**src/rtl/uno_seq_if.sv**
```systemverilog
`default_nettype none
// ============================================================================
//  Module   : uno_seq_if
//  Purpose  : Bundles the uno_seq command, coefficient-load, uno-drive and
//             result signals. clk and rst_n are not part of the bundle.
//  Modports : master - environment side: issues commands and coefficient
//                      writes, returns mac_res, consumes results
//             slave  - sequencer side (uno_seq)
//  Signals  : cmd_valid/cmd_ready/cmd_op/cmd_x/cmd_y/cmd_z/cmd_acc
//             coef_we/coef_op/coef_addr/coef_data
//             uno_op/uno_x/uno_y/uno_z/uno_coeff/uno_first/uno_last/uno_acc_en
//             mac_res, res_valid/res_ready/res_data
//  Revision : 1.0 - initial release
// ============================================================================
interface uno_seq_if #(
  parameter int MAC_BW = 12
);
  logic                  cmd_valid;
  logic                  cmd_ready;
  logic [1:0]            cmd_op;
  logic [MAC_BW-1:0]     cmd_x;
  logic [MAC_BW-1:0]     cmd_y;
  logic [2*MAC_BW-1:0]   cmd_z;
  logic                  cmd_acc;

  logic                  coef_we;
  logic [1:0]            coef_op;
  logic [2:0]            coef_addr;
  logic [MAC_BW-1:0]     coef_data;

  logic [1:0]            uno_op;
  logic [MAC_BW-1:0]     uno_x;
  logic [MAC_BW-1:0]     uno_y;
  logic [2*MAC_BW-1:0]   uno_z;
  logic [MAC_BW-1:0]     uno_coeff;
  logic                  uno_first;
  logic                  uno_last;
  logic                  uno_acc_en;

  logic [2*MAC_BW-1:0]   mac_res;
  logic                  res_valid;
  logic                  res_ready;
  logic [2*MAC_BW-1:0]   res_data;

  modport master (
    output cmd_valid, cmd_op, cmd_x, cmd_y, cmd_z, cmd_acc,
    output coef_we, coef_op, coef_addr, coef_data,
    output mac_res, res_ready,
    input  cmd_ready, res_valid, res_data,
    input  uno_op, uno_x, uno_y, uno_z, uno_coeff, uno_first, uno_last, uno_acc_en
  );

  modport slave (
    input  cmd_valid, cmd_op, cmd_x, cmd_y, cmd_z, cmd_acc,
    input  coef_we, coef_op, coef_addr, coef_data,
    input  mac_res, res_ready,
    output cmd_ready, res_valid, res_data,
    output uno_op, uno_x, uno_y, uno_z, uno_coeff, uno_first, uno_last, uno_acc_en
  );
endinterface
`default_nettype wire

```
**src/rtl/uno_seq.sv**
```systemverilog
`default_nettype none
// ============================================================================
//  Module   : uno_seq
//  Purpose  : Sequences one command onto the uno datapath. A MAC command is a
//             single issue cycle; div/exp/log commands walk a TERMS-entry
//             Horner coefficient table (highest index first) followed by one
//             scale step. One wait cycle later the registered uno result is
//             captured and held until the consumer takes it.
//  Ports    : clk   - rising-edge clock
//             rst_n - asynchronous active-low reset
//             bus   - uno_seq_if.slave (command, coefficient load,
//                     uno drive, result handshake)
//  Params   : MAC_BW - operand width, TERMS - Horner steps per non-MAC op (2..8)
//  Revision : 1.0 - initial release
// ============================================================================
module uno_seq #(
  parameter int MAC_BW = 12,
  parameter int TERMS  = 4
) (
  input  wire logic   clk,
  input  wire logic   rst_n,
  uno_seq_if.slave    bus
);

  typedef enum logic [1:0] {
    S_IDLE = 2'd0,
    S_RUN  = 2'd1,
    S_WAIT = 2'd2,
    S_OUT  = 2'd3
  } state_t;

  state_t                state, state_nxt;
  logic [3:0]            k, k_nxt;

  // latched command
  logic [1:0]            op_q;
  logic [MAC_BW-1:0]     x_q;
  logic [MAC_BW-1:0]     y_q;
  logic [2*MAC_BW-1:0]   z_q;
  logic                  acc_q;

  // coefficient tables: index 0..2 holds ops 01..11
  logic [MAC_BW-1:0]     coef [3][TERMS];
  logic [MAC_BW-1:0]     coef_rd;
  logic [3:0]            rd_idx;

  logic [2*MAC_BW-1:0]   res_q;

  logic                  accept;
  logic                  coef_wr;

  assign accept  = (state == S_IDLE) && bus.cmd_valid;
  assign coef_wr = (state == S_IDLE) && bus.coef_we;

  // --------------------------------------------------------------------------
  // State register
  // --------------------------------------------------------------------------
  always_ff @(posedge clk or negedge rst_n) begin
    if (!rst_n) begin
      state <= S_IDLE;
      k     <= 4'd0;
    end else begin
      state <= state_nxt;
      k     <= k_nxt;
    end
  end

  always_comb begin
    state_nxt = state;
    k_nxt     = k;
    case (state)
      S_IDLE: begin
        if (accept) begin
          state_nxt = S_RUN;
          k_nxt     = 4'd0;
        end
      end
      S_RUN: begin
        // MAC issues once; Horner ops finish after the scale step k == TERMS
        if (op_q == 2'd0 || k == 4'(TERMS)) begin
          state_nxt = S_WAIT;
          k_nxt     = 4'd0;
        end else begin
          k_nxt = k + 4'd1;
        end
      end
      S_WAIT:  state_nxt = S_OUT;
      S_OUT: begin
        if (bus.res_ready) state_nxt = S_IDLE;
      end
      default: state_nxt = S_IDLE;
    endcase
  end

  // --------------------------------------------------------------------------
  // Command latch
  // --------------------------------------------------------------------------
  always_ff @(posedge clk or negedge rst_n) begin
    if (!rst_n) begin
      op_q  <= 2'd0;
      x_q   <= '0;
      y_q   <= '0;
      z_q   <= '0;
      acc_q <= 1'b0;
    end else if (accept) begin
      op_q  <= bus.cmd_op;
      x_q   <= bus.cmd_x;
      y_q   <= bus.cmd_y;
      z_q   <= bus.cmd_z;
      acc_q <= bus.cmd_acc;
    end
  end

  // --------------------------------------------------------------------------
  // Coefficient tables. Only entries that exist are matched, so op 00 and
  // addresses >= TERMS fall through without a write.
  // --------------------------------------------------------------------------
  always_ff @(posedge clk or negedge rst_n) begin
    if (!rst_n) begin
      for (int t = 0; t < 3; t++)
        for (int i = 0; i < TERMS; i++)
          coef[t][i] <= '0;
    end else if (coef_wr) begin
      for (int t = 0; t < 3; t++)
        for (int i = 0; i < TERMS; i++)
          if (bus.coef_op == 2'(t + 1) && bus.coef_addr == 3'(i))
            coef[t][i] <= bus.coef_data;
    end
  end

  // Horner order: step k uses entry TERMS-1-k. At the scale step the index
  // wraps to an out-of-range value, so nothing matches and 0 is read.
  always_comb begin
    coef_rd = '0;
    rd_idx  = 4'(TERMS - 1) - k;
    for (int t = 0; t < 3; t++)
      for (int i = 0; i < TERMS; i++)
        if (op_q == 2'(t + 1) && rd_idx == 4'(i))
          coef_rd = coef[t][i];
  end

  // --------------------------------------------------------------------------
  // Result capture: mac_res is valid at the end of the single wait cycle
  // --------------------------------------------------------------------------
  always_ff @(posedge clk or negedge rst_n) begin
    if (!rst_n) begin
      res_q <= '0;
    end else if (state == S_WAIT) begin
      res_q <= bus.mac_res;
    end
  end

  // --------------------------------------------------------------------------
  // Outputs
  // --------------------------------------------------------------------------
  always_comb begin
    bus.uno_op     = 2'd0;
    bus.uno_x      = '0;
    bus.uno_y      = '0;
    bus.uno_z      = '0;
    bus.uno_coeff  = '0;
    bus.uno_first  = 1'b0;
    bus.uno_last   = 1'b0;
    bus.uno_acc_en = 1'b0;
    if (state == S_RUN) begin
      bus.uno_op = op_q;
      bus.uno_x  = x_q;
      bus.uno_y  = y_q;
      bus.uno_z  = z_q;
      if (op_q == 2'd0) begin
        bus.uno_acc_en = acc_q;
      end else begin
        bus.uno_first = (k == 4'd0);
        bus.uno_last  = (k == 4'(TERMS));
        bus.uno_coeff = coef_rd;
      end
    end
  end

  assign bus.cmd_ready = (state == S_IDLE);
  assign bus.res_valid = (state == S_OUT);
  assign bus.res_data  = res_q;

endmodule
`default_nettype wire

```
**src/flat_wrapper.sv**
```systemverilog
// flat-port wrapper written by rule: the top's interface ports become plain ports
module uno_seq_flat 
#(
  parameter int MAC_BW = 12,
  parameter int TERMS  = 4
)
  (clk, rst_n, bus_cmd_valid, bus_cmd_op, bus_cmd_x, bus_cmd_y, bus_cmd_z, bus_cmd_acc, bus_coef_we, bus_coef_op, bus_coef_addr, bus_coef_data, bus_mac_res, bus_res_ready, bus_cmd_ready, bus_res_valid, bus_res_data, bus_uno_op, bus_uno_x, bus_uno_y, bus_uno_z, bus_uno_coeff, bus_uno_first, bus_uno_last, bus_uno_acc_en);
  uno_seq_if #(.MAC_BW(MAC_BW)) bus_i ();
  input  wire logic clk;
  input  wire logic rst_n;
  input wire logic [$bits(bus_i.cmd_valid)-1:0] bus_cmd_valid;
  input wire logic [$bits(bus_i.cmd_op)-1:0] bus_cmd_op;
  input wire logic [$bits(bus_i.cmd_x)-1:0] bus_cmd_x;
  input wire logic [$bits(bus_i.cmd_y)-1:0] bus_cmd_y;
  input wire logic [$bits(bus_i.cmd_z)-1:0] bus_cmd_z;
  input wire logic [$bits(bus_i.cmd_acc)-1:0] bus_cmd_acc;
  input wire logic [$bits(bus_i.coef_we)-1:0] bus_coef_we;
  input wire logic [$bits(bus_i.coef_op)-1:0] bus_coef_op;
  input wire logic [$bits(bus_i.coef_addr)-1:0] bus_coef_addr;
  input wire logic [$bits(bus_i.coef_data)-1:0] bus_coef_data;
  input wire logic [$bits(bus_i.mac_res)-1:0] bus_mac_res;
  input wire logic [$bits(bus_i.res_ready)-1:0] bus_res_ready;
  output wire logic [$bits(bus_i.cmd_ready)-1:0] bus_cmd_ready;
  output wire logic [$bits(bus_i.res_valid)-1:0] bus_res_valid;
  output wire logic [$bits(bus_i.res_data)-1:0] bus_res_data;
  output wire logic [$bits(bus_i.uno_op)-1:0] bus_uno_op;
  output wire logic [$bits(bus_i.uno_x)-1:0] bus_uno_x;
  output wire logic [$bits(bus_i.uno_y)-1:0] bus_uno_y;
  output wire logic [$bits(bus_i.uno_z)-1:0] bus_uno_z;
  output wire logic [$bits(bus_i.uno_coeff)-1:0] bus_uno_coeff;
  output wire logic [$bits(bus_i.uno_first)-1:0] bus_uno_first;
  output wire logic [$bits(bus_i.uno_last)-1:0] bus_uno_last;
  output wire logic [$bits(bus_i.uno_acc_en)-1:0] bus_uno_acc_en;
  assign bus_i.cmd_valid = bus_cmd_valid;
  assign bus_i.cmd_op = bus_cmd_op;
  assign bus_i.cmd_x = bus_cmd_x;
  assign bus_i.cmd_y = bus_cmd_y;
  assign bus_i.cmd_z = bus_cmd_z;
  assign bus_i.cmd_acc = bus_cmd_acc;
  assign bus_i.coef_we = bus_coef_we;
  assign bus_i.coef_op = bus_coef_op;
  assign bus_i.coef_addr = bus_coef_addr;
  assign bus_i.coef_data = bus_coef_data;
  assign bus_i.mac_res = bus_mac_res;
  assign bus_i.res_ready = bus_res_ready;
  assign bus_cmd_ready = bus_i.cmd_ready;
  assign bus_res_valid = bus_i.res_valid;
  assign bus_res_data = bus_i.res_data;
  assign bus_uno_op = bus_i.uno_op;
  assign bus_uno_x = bus_i.uno_x;
  assign bus_uno_y = bus_i.uno_y;
  assign bus_uno_z = bus_i.uno_z;
  assign bus_uno_coeff = bus_i.uno_coeff;
  assign bus_uno_first = bus_i.uno_first;
  assign bus_uno_last = bus_i.uno_last;
  assign bus_uno_acc_en = bus_i.uno_acc_en;
  uno_seq #(.MAC_BW(MAC_BW), .TERMS(TERMS)) u_core (.clk(clk), .rst_n(rst_n), .bus(bus_i));
endmodule
```
**config.mk**
```make
export PLATFORM = sky130hd
export DESIGN_NAME = uno_seq_flat
export DESIGN_NICKNAME = d
export VERILOG_FILES = /design/src/rtl/uno_seq_if.sv /design/src/rtl/uno_seq.sv /design/src/flat_wrapper.sv
export SDC_FILE = /design/constraint.sdc
export NUM_CORES = 1
export LEC_CHECK = 0
export ABC_AREA = 0
export BUFFER_PORTS_ARGS = -buffer_cell sky130_fd_sc_hd__buf_4
export CAP_MARGIN = 20
export CORE_AREA = 3 3 157 121
export CTS_CLUSTER_SIZE = 24
export DETAILED_ROUTE_END_ITERATION = 7
export DIE_AREA = 0 0 160 124
export PLACE_DENSITY_LB_ADDON = 0.1
export SYNTH_ARGS = -nofsm -noshare
export SYNTH_HDL_FRONTEND = slang
export SYNTH_SLANG_ARGS = --single-unit
```
**constraint.sdc**
```tcl
create_clock -name clk -period 5.1 [get_ports clk]
set_clock_uncertainty 0.2 [all_clocks]
set_input_delay 1.02 -clock clk [delete_from_list [all_inputs] [get_ports clk]]
set_output_delay 1.02 -clock clk [all_outputs]
set_load 0.02 [all_outputs]
```
==> results of run 1 <==
## final cells by class
type | instances | area [sq um]
tap | 242 | 303
clock inverter | 11 | 109
multi-input combinational | 561 | 4740
clock buffer | 29 | 658
inverter | 14 | 52.6
fill | 1281 | 4470
timing repair buffer | 210 | 1590
sequential | 225 | 5630
## how the worst max path moves through the flow
| stage | start | to | slack, ns | depth (start not counted) |
|---|---|---|---|---|
| CTS | u_core.k[0] | bus_uno_coeff[10] | 0.43 | 7 |
| detailed placement | u_core.k[0] | bus_uno_coeff[10] | 0.98 | 7 |
| global placement | u_core.k[0] | bus_uno_coeff[11] | 1.04 | 7 |
| global route | u_core.k[0] | bus_uno_coeff[10] | 0.12 | 7 |
| finish | u_core.k[0] | bus_uno_coeff[10] | 0.38 | 7 |
| floorplan | u_core.k[0] | bus_uno_coeff[10] | 1.38 | 7 |
## flip-flops by register name, indices dropped and copies added (netlist names)
signal / flops
u_core.coef: 144
u_core.bus.res_data: 24
u_core.z_q: 24
u_core.x_q: 12
u_core.y_q: 12
u_core.k: 4
u_core.op_q: 2
u_core.state: 2
u_core.acc_q: 1
## cells by family (layout without fill, tap and decap cells)
kind of cell	count (synthesis)	in the layout	share of synthesized area
AOI/OAI and AO/OA	133	133	0.0926
buffers and inverters	76	264	0.0321
muxes	216	216	0.228
DFF	225	225	0.527
and+or+nand+nor	204	204	0.111
adders and majority gates	8	8	0.00937
## per-stage QoR
stage	setup slack [ns]	hold WS, ns	area (sq um)
6_report	0.383	0.297	13100
5_1_grt	0.116	0.307	13100
4_1_cts	0.433	0.299	13100
3_5_place_dp	0.979	0.286	12300
3_3_place_gp	1.04	0.280	12300
2_1_floorplan	1.38	0.271	10700
## power by group
| part | internal [W] | switching (W) | total (W) |
|---|---|---|---|
| logic | 0.00132 | 0.00148 | 0.00280 |
| clock network | 0.00101 | 0.000682 | 0.00169 |
| registers | 0.00242 | 0.000397 | 0.00282 |
## routing by layer
layer	track usage	wire length, um	vias up
li1	-	-	3504
met1	0.407	12400	3972
met2	0.463	13000	459
met3	0.0841	3160	57
met4	0.0623	669	0
met5	0	0	-
## placed cells by master (no fill, tap or decap), drive strengths merged, types with 7 or more instances in the layout
cell / count
nand2: 45
a211oi: 8
o211ai: 7
nor3: 14
o21ai: 27
ha: 8
clkbuf: 29
nor2: 24
clkinv: 9
dfrtp: 225
and2: 53
or3: 9
nand3: 18
inv: 14
mux2: 215
buf: 210
a21oi: 11
a221oi: 9
## worst max-delay path: stages (launching register included)
cell and delay [ns]:
dfrtp_1 0.43, inv_1 0.12, ha_1 0.47, or3b_2 0.65
nor3_1 0.40, a32oi_1 0.16, o41ai_1 0.53, buf_4 0.23
## Yosys cell counts (11+ instances only)
cell        n
dfrtp_1   225
nand2_1    44
a21oi_1    11
nand3_1    18
clkbuf_1   36
nor2_1     22
inv_1      14
o21ai_0    24
buf_2      13
mux2_2    215
nor3_1     12
and2_1     51
==> impl_results.md, run 1 <==
* Die ar. at 19800 sq um
* Worst r2r path cells at 6
* Clock root buffer master: clkbuf_16
* Core area at 17600 sq um
* Final #Nets at 1139
* Iter 0 DRT Violations at 879
* TNS Setup at 0 ns
* Syn Nets at 967
* Post-synth top area share at 0.527
* Hold Startpoint: u_core.z_q[10]
* RSZ-0062 raised after global routing: no
* Largest net degree at the start of global routing at 132
* Crit path launch type: flop
* Final hold vios at 0
* Worst hold path depth at 1
* Worst R2R Start: u_core.state[0]
* Share of post-route cells with drive strength above 1 at 0.468
* Io pins at 188
* Post-synthesis async set-or-reset flop share at 1.00
* Sequential cell area fraction in the yosys report at 0.527
* CP required at 3.88 ns
* Final min period at 4.72 ns
* MaxCap Viol Count at 0
* Slew margin rel. at 0.315
* Hold buffers post-CTS at 0
* ANT nets after route at 0
* Fmax at 212 MHz
* Post-CTS Setup Inserts at 0
* Final setup fails at 0
* Peak VDD IR at 0.355 mV
* Post-route insts no fill at 1292
* Worst Hold Path EP: u_core.z_q[10]
* P_leak at 6.20 nW
* Die width at 160 um
* Top cells by area, synth: dfrtp_1 (53%), mux2_2 (23%), and2_1 (3.0%)
* Max clock buf depth at 3
* Pwr per Cell Area at 559 nW/um^2
* Final WL at 29200 um
* Hpwl dp at 20200 um
* Vias in the first global route at 7950
* Row count at 42
* Most used DFF post-synth: dfrtp_1
* Grt total ovfl at 0
* Area leader, netlist: dfrtp_1
* TritonCTS Buffers at 22
* Post-Synthesis Cells at 862
* Placed insts at 1251
* Clock transition at path regs at 0.06 ns
* CP Max Fanout at 12
* CP Capture Type: output port
* R2r setup slk at 2.27 ns
* Via count at 7992
* Antenna violations before repair at 0
* Fin crit share at 0.925
* Starting Density at 0.608
* CTS H-tree lvls at 1
* PostCTS Resize Cnt at 0
* Final Core Density at 0.745
* IO Port Bufs at 187
* Syn Area/Cell at 12.4 sq um
* Outcome: finished, final reports clean
* First-pass GRT wire length at 45100 um
* Drt first pass iters at 6
* Via-per-instance ratio at 6.19
* Crit Path Class: reg -> out
* Area Overhead vs Synth at 22.5%
* TritonCTS sink count at 225
* Die Y at 124 um
* Synthesized cell area at 10700 sq um
* RD Place Congestion at 0.983
* DR WL/cell at 22.6 um
* Crit path arrival time at 3.50 ns
* Synth Register Bits at 225
* Worst-Skew Late Latency at 0.50 ns
* DRC viols at 0
* Warnings, synthesis at 0
* Distinct cells, synth at 77
* Power Total at 0.00731 W
* Reg2Reg Capture Point: u_core.coef[8]
* Final count of pins violating max slew at 0
* Slew @ Worst Pin at 1.03 ns
* Hold/Removal Path Class: reg -> reg
* GRT Util Overall at 0.292
* ANT cells at 0
* EDFF count, synth at 0
* CTS tree: yes
No activity file was read; power rests on OpenSTA's default activity.
==> inputs of run 2 (changes only) <==
BUFFER_PORTS_ARGS = not set   (was -buffer_cell sky130_fd_sc_hd__buf_4)
DONT_BUFFER_PORTS = 1   (was not set)
==> run 2 against run 1 <==
Critical endpoint is now bus_uno_coeff[4]. Design area shrank 10%. Clock-buffer cell count shrank 1. Utilization shrank 7.7 points. Combinational power shrank 20%. Critical path depth is the same. Wire length grew 1.5%. Highest routed layer unchanged. Power shrank 6.5%. Via count shrank 8.4%. Largest cell class unchanged. Clock power shrank 3%.
==> impl_results.md, run 2 (same netlist as run 1, synthesis figures left out) <==
* Most common cell after layout, fill and taps aside: dfrtp_1
* GRT Util Overall at 0.296 (+0.00358)
* Final hold vios at 0 (unchanged)
* IO Port Bufs at 0 (-100%)
* Grt total ovfl at 0 (unchanged)
* Die Y at 124 um (unchanged)
* Starting Density at 0.608 (unchanged)
* Die ar. at 19800 sq um (unchanged)
* Clock transition at path regs at 0.06 ns (about the same)
* Post-route cell area at 11700 sq um (-10%)
* Io pins at 188 (unchanged)
* RD Place Congestion at 0.946 (-3.8%)
* Fmax at 205 MHz (-3.1%)
* Via count at 7317 (-8.4%)
* Crit Path Class: reg -> out
* DRC viols at 0 (unchanged)
* Final count of pins violating max slew at 0 (unchanged)
* Antenna violations before repair at 0 (unchanged)
* ANT cells at 0 (unchanged)
* Vias in the first global route at 7536 (-5.2%)
* Biggest register: u_core.coef
* Crit path launch type: flop
* R2r setup slk at 2.14 ns (-0.13 ns)
* Core area at 17600 sq um (unchanged)
* CTS tree: yes
* Iter 0 DRT Violations at 716 (-19%)
* Final #Nets at 959 (-16%)
* Peak VDD IR at 0.399 mV (+13%)
* MaxCap Viol Count at 0 (unchanged)
* Worst R2R Start: u_core.state[0]
* Post-CTS Setup Inserts at 0 (unchanged)
* P_leak at 5.29 nW (-15%)
* Share of post-route cells with drive strength above 1 at 0.348 (-0.119)
* Worst r2r path cells at 6 (unchanged)
* Crit path arrival time at 3.65 ns (+0.15 ns)
* Max clock buf depth at 3 (unchanged)
* Final setup fails at 0 (unchanged)
* Pwr per Cell Area at 583 nW/um^2 (+4.3%)
* CTS H-tree lvls at 1 (unchanged)
* Slew margin rel. at 0.280 (-0.0357)
* TritonCTS sink count at 225 (unchanged)
* Slew @ Worst Pin at 1.07 ns (+0.0422 ns)
* Commonest cells after routing, fill and taps aside: dfrtp_1 (225), mux2_2 (215), and2_1 (51)
* RSZ-0062 raised after global routing: no
* Hold/Removal Path Class: in -> async
* CP Max Fanout at 13 (+1)
* Area Overhead vs Synth at 9.88%
* Die width at 160 um (unchanged)
* CP Capture Type: output port
* ANT nets after route at 0 (unchanged)
* Worst-Skew Late Latency at 0.50 ns (about the same)
* Dpl cell area at 10900 sq um (-11%)
* Row count at 42 (unchanged)
* Max reg flops at 144 (unchanged)
* Worst setup endpoint: bus_uno_coeff[4]
* TritonCTS Buffers at 23 (+4.5%)
* Drt first pass iters at 5 (-1)
* Outcome: finished, final reports clean
* Worst Setup SP: u_core.k[0]
* Hpwl dp at 19900 um (-1.8%)
* Final WL at 29700 um (+1.5%)
* Fin crit share at 0.955 (+0.0298)
* Reg2Reg Capture Point: u_core.coef[69]
* First-pass GRT wire length at 44800 um (-0.60%)
* Largest net degree at the start of global routing at 191 (+45%)
* CP required at 3.88 ns (about the same)
* Via-per-instance ratio at 6.60 (+6.7%)
* TNS Setup at 0 ns (unchanged)
* Final min period at 4.87 ns (+0.152 ns)
* Clock root buffer master: clkbuf_16
* DR WL/cell at 26.7 um (+18%)
-- run 2: cell count changes in the layout (fill, tap and decap cells not counted), moves of 2 or more --
cell / previous run / this run
dlygate4sd3_1: 0 / 4
clkbuf_8: 6 / 3
clkinv_2: 8 / 6
clkbuf_1: 0 / 2
buf_4: 208 / 22
-- run 2: worst max-delay path, cell delays in order, from the launching register on --
cell,delay (ns)
dfrtp_1,0.44
inv_1,0.11
ha_1,0.50
nor3b_4,0.51
nand2_1,0.56
o221ai_1,0.46
a211oi_1,0.08
or3_1,0.47
-- run 2: worst min path at each step --
stage	from	end	slack, ns	cells after the start
floorplan	u_core.coef[133]	u_core.coef[133]	0.27	1
global placement	u_core.y_q[6]	u_core.y_q[6]	0.28	1
detailed placement	u_core.z_q[8]	u_core.z_q[8]	0.29	1
CTS	rst_n	u_core.coef[34]	0.0004	0
global route	rst_n	u_core.coef[23]	0.001	0
finish	rst_n	u_core.x_q[2]	0.02	0
-- run 2: routing by layer --
| layer | global-route usage | part of all wire | up-vias | wire length [um] |
|---|---|---|---|---|
| li1 | - | - | 3134 | - |
| met1 | 0.405 | 0.42 | 3729 | 12500 |
| met2 | 0.458 | 0.45 | 387 | 13200 |
| met3 | 0.0844 | 0.10 | 67 | 3070 |
| met4 | 0.102 | 0.030 | 0 | 884 |
| met5 | 0 | 0 | - | 0 |
-- run 2: per-stage QoR --
stage / setup slack, ns / power, W / util / std cells / hold slack, ns
global placement: 0.871 / 0.00504 / 0.621 / 1064 / 0.279
floorplan: 1.38 / 0.00456 / - / 862 / 0.271
global route: 0.120 / 0.00717 / 0.669 / 1109 / 0.00149
detailed placement: 0.689 / 0.00514 / 0.621 / 1064 / 0.285
CTS: 0.151 / 0.00681 / 0.665 / 1106 / 0.000426
finish: 0.231 / 0.00684 / 0.669 / 1109 / 0.0201
-- run 2: layout make-up --
class | instances | area [sq um]
clock inverters | 10 | 106
clock buffers | 28 | 624
well taps | 242 | 303
inverters | 14 | 52.6
repair buffers | 29 | 268
fillers | 1310 | 5820
multi-input cells | 561 | 4750
flip-flops and latches | 225 | 5630
-- run 2: repair_timing --
item	4_1_cts	5_1_grt
hold endpoints to repair	22	0
resized for setup	0	1
setup endpoints to repair	0	5
hold buffers	4	0
-- run 2: power breakdown --
| group | internal (W) | total [W] | leakage, nW | switching (W) |
|---|---|---|---|---|
| clock network | 0.000967 | 0.00164 | 0.363 | 0.000673 |
| registers | 0.00242 | 0.00295 | 2.89 | 0.000532 |
| logic | 0.000976 | 0.00224 | 2.04 | 0.00127 |
| total | 0.00437 | 0.00684 | 5.29 | 0.00247 |
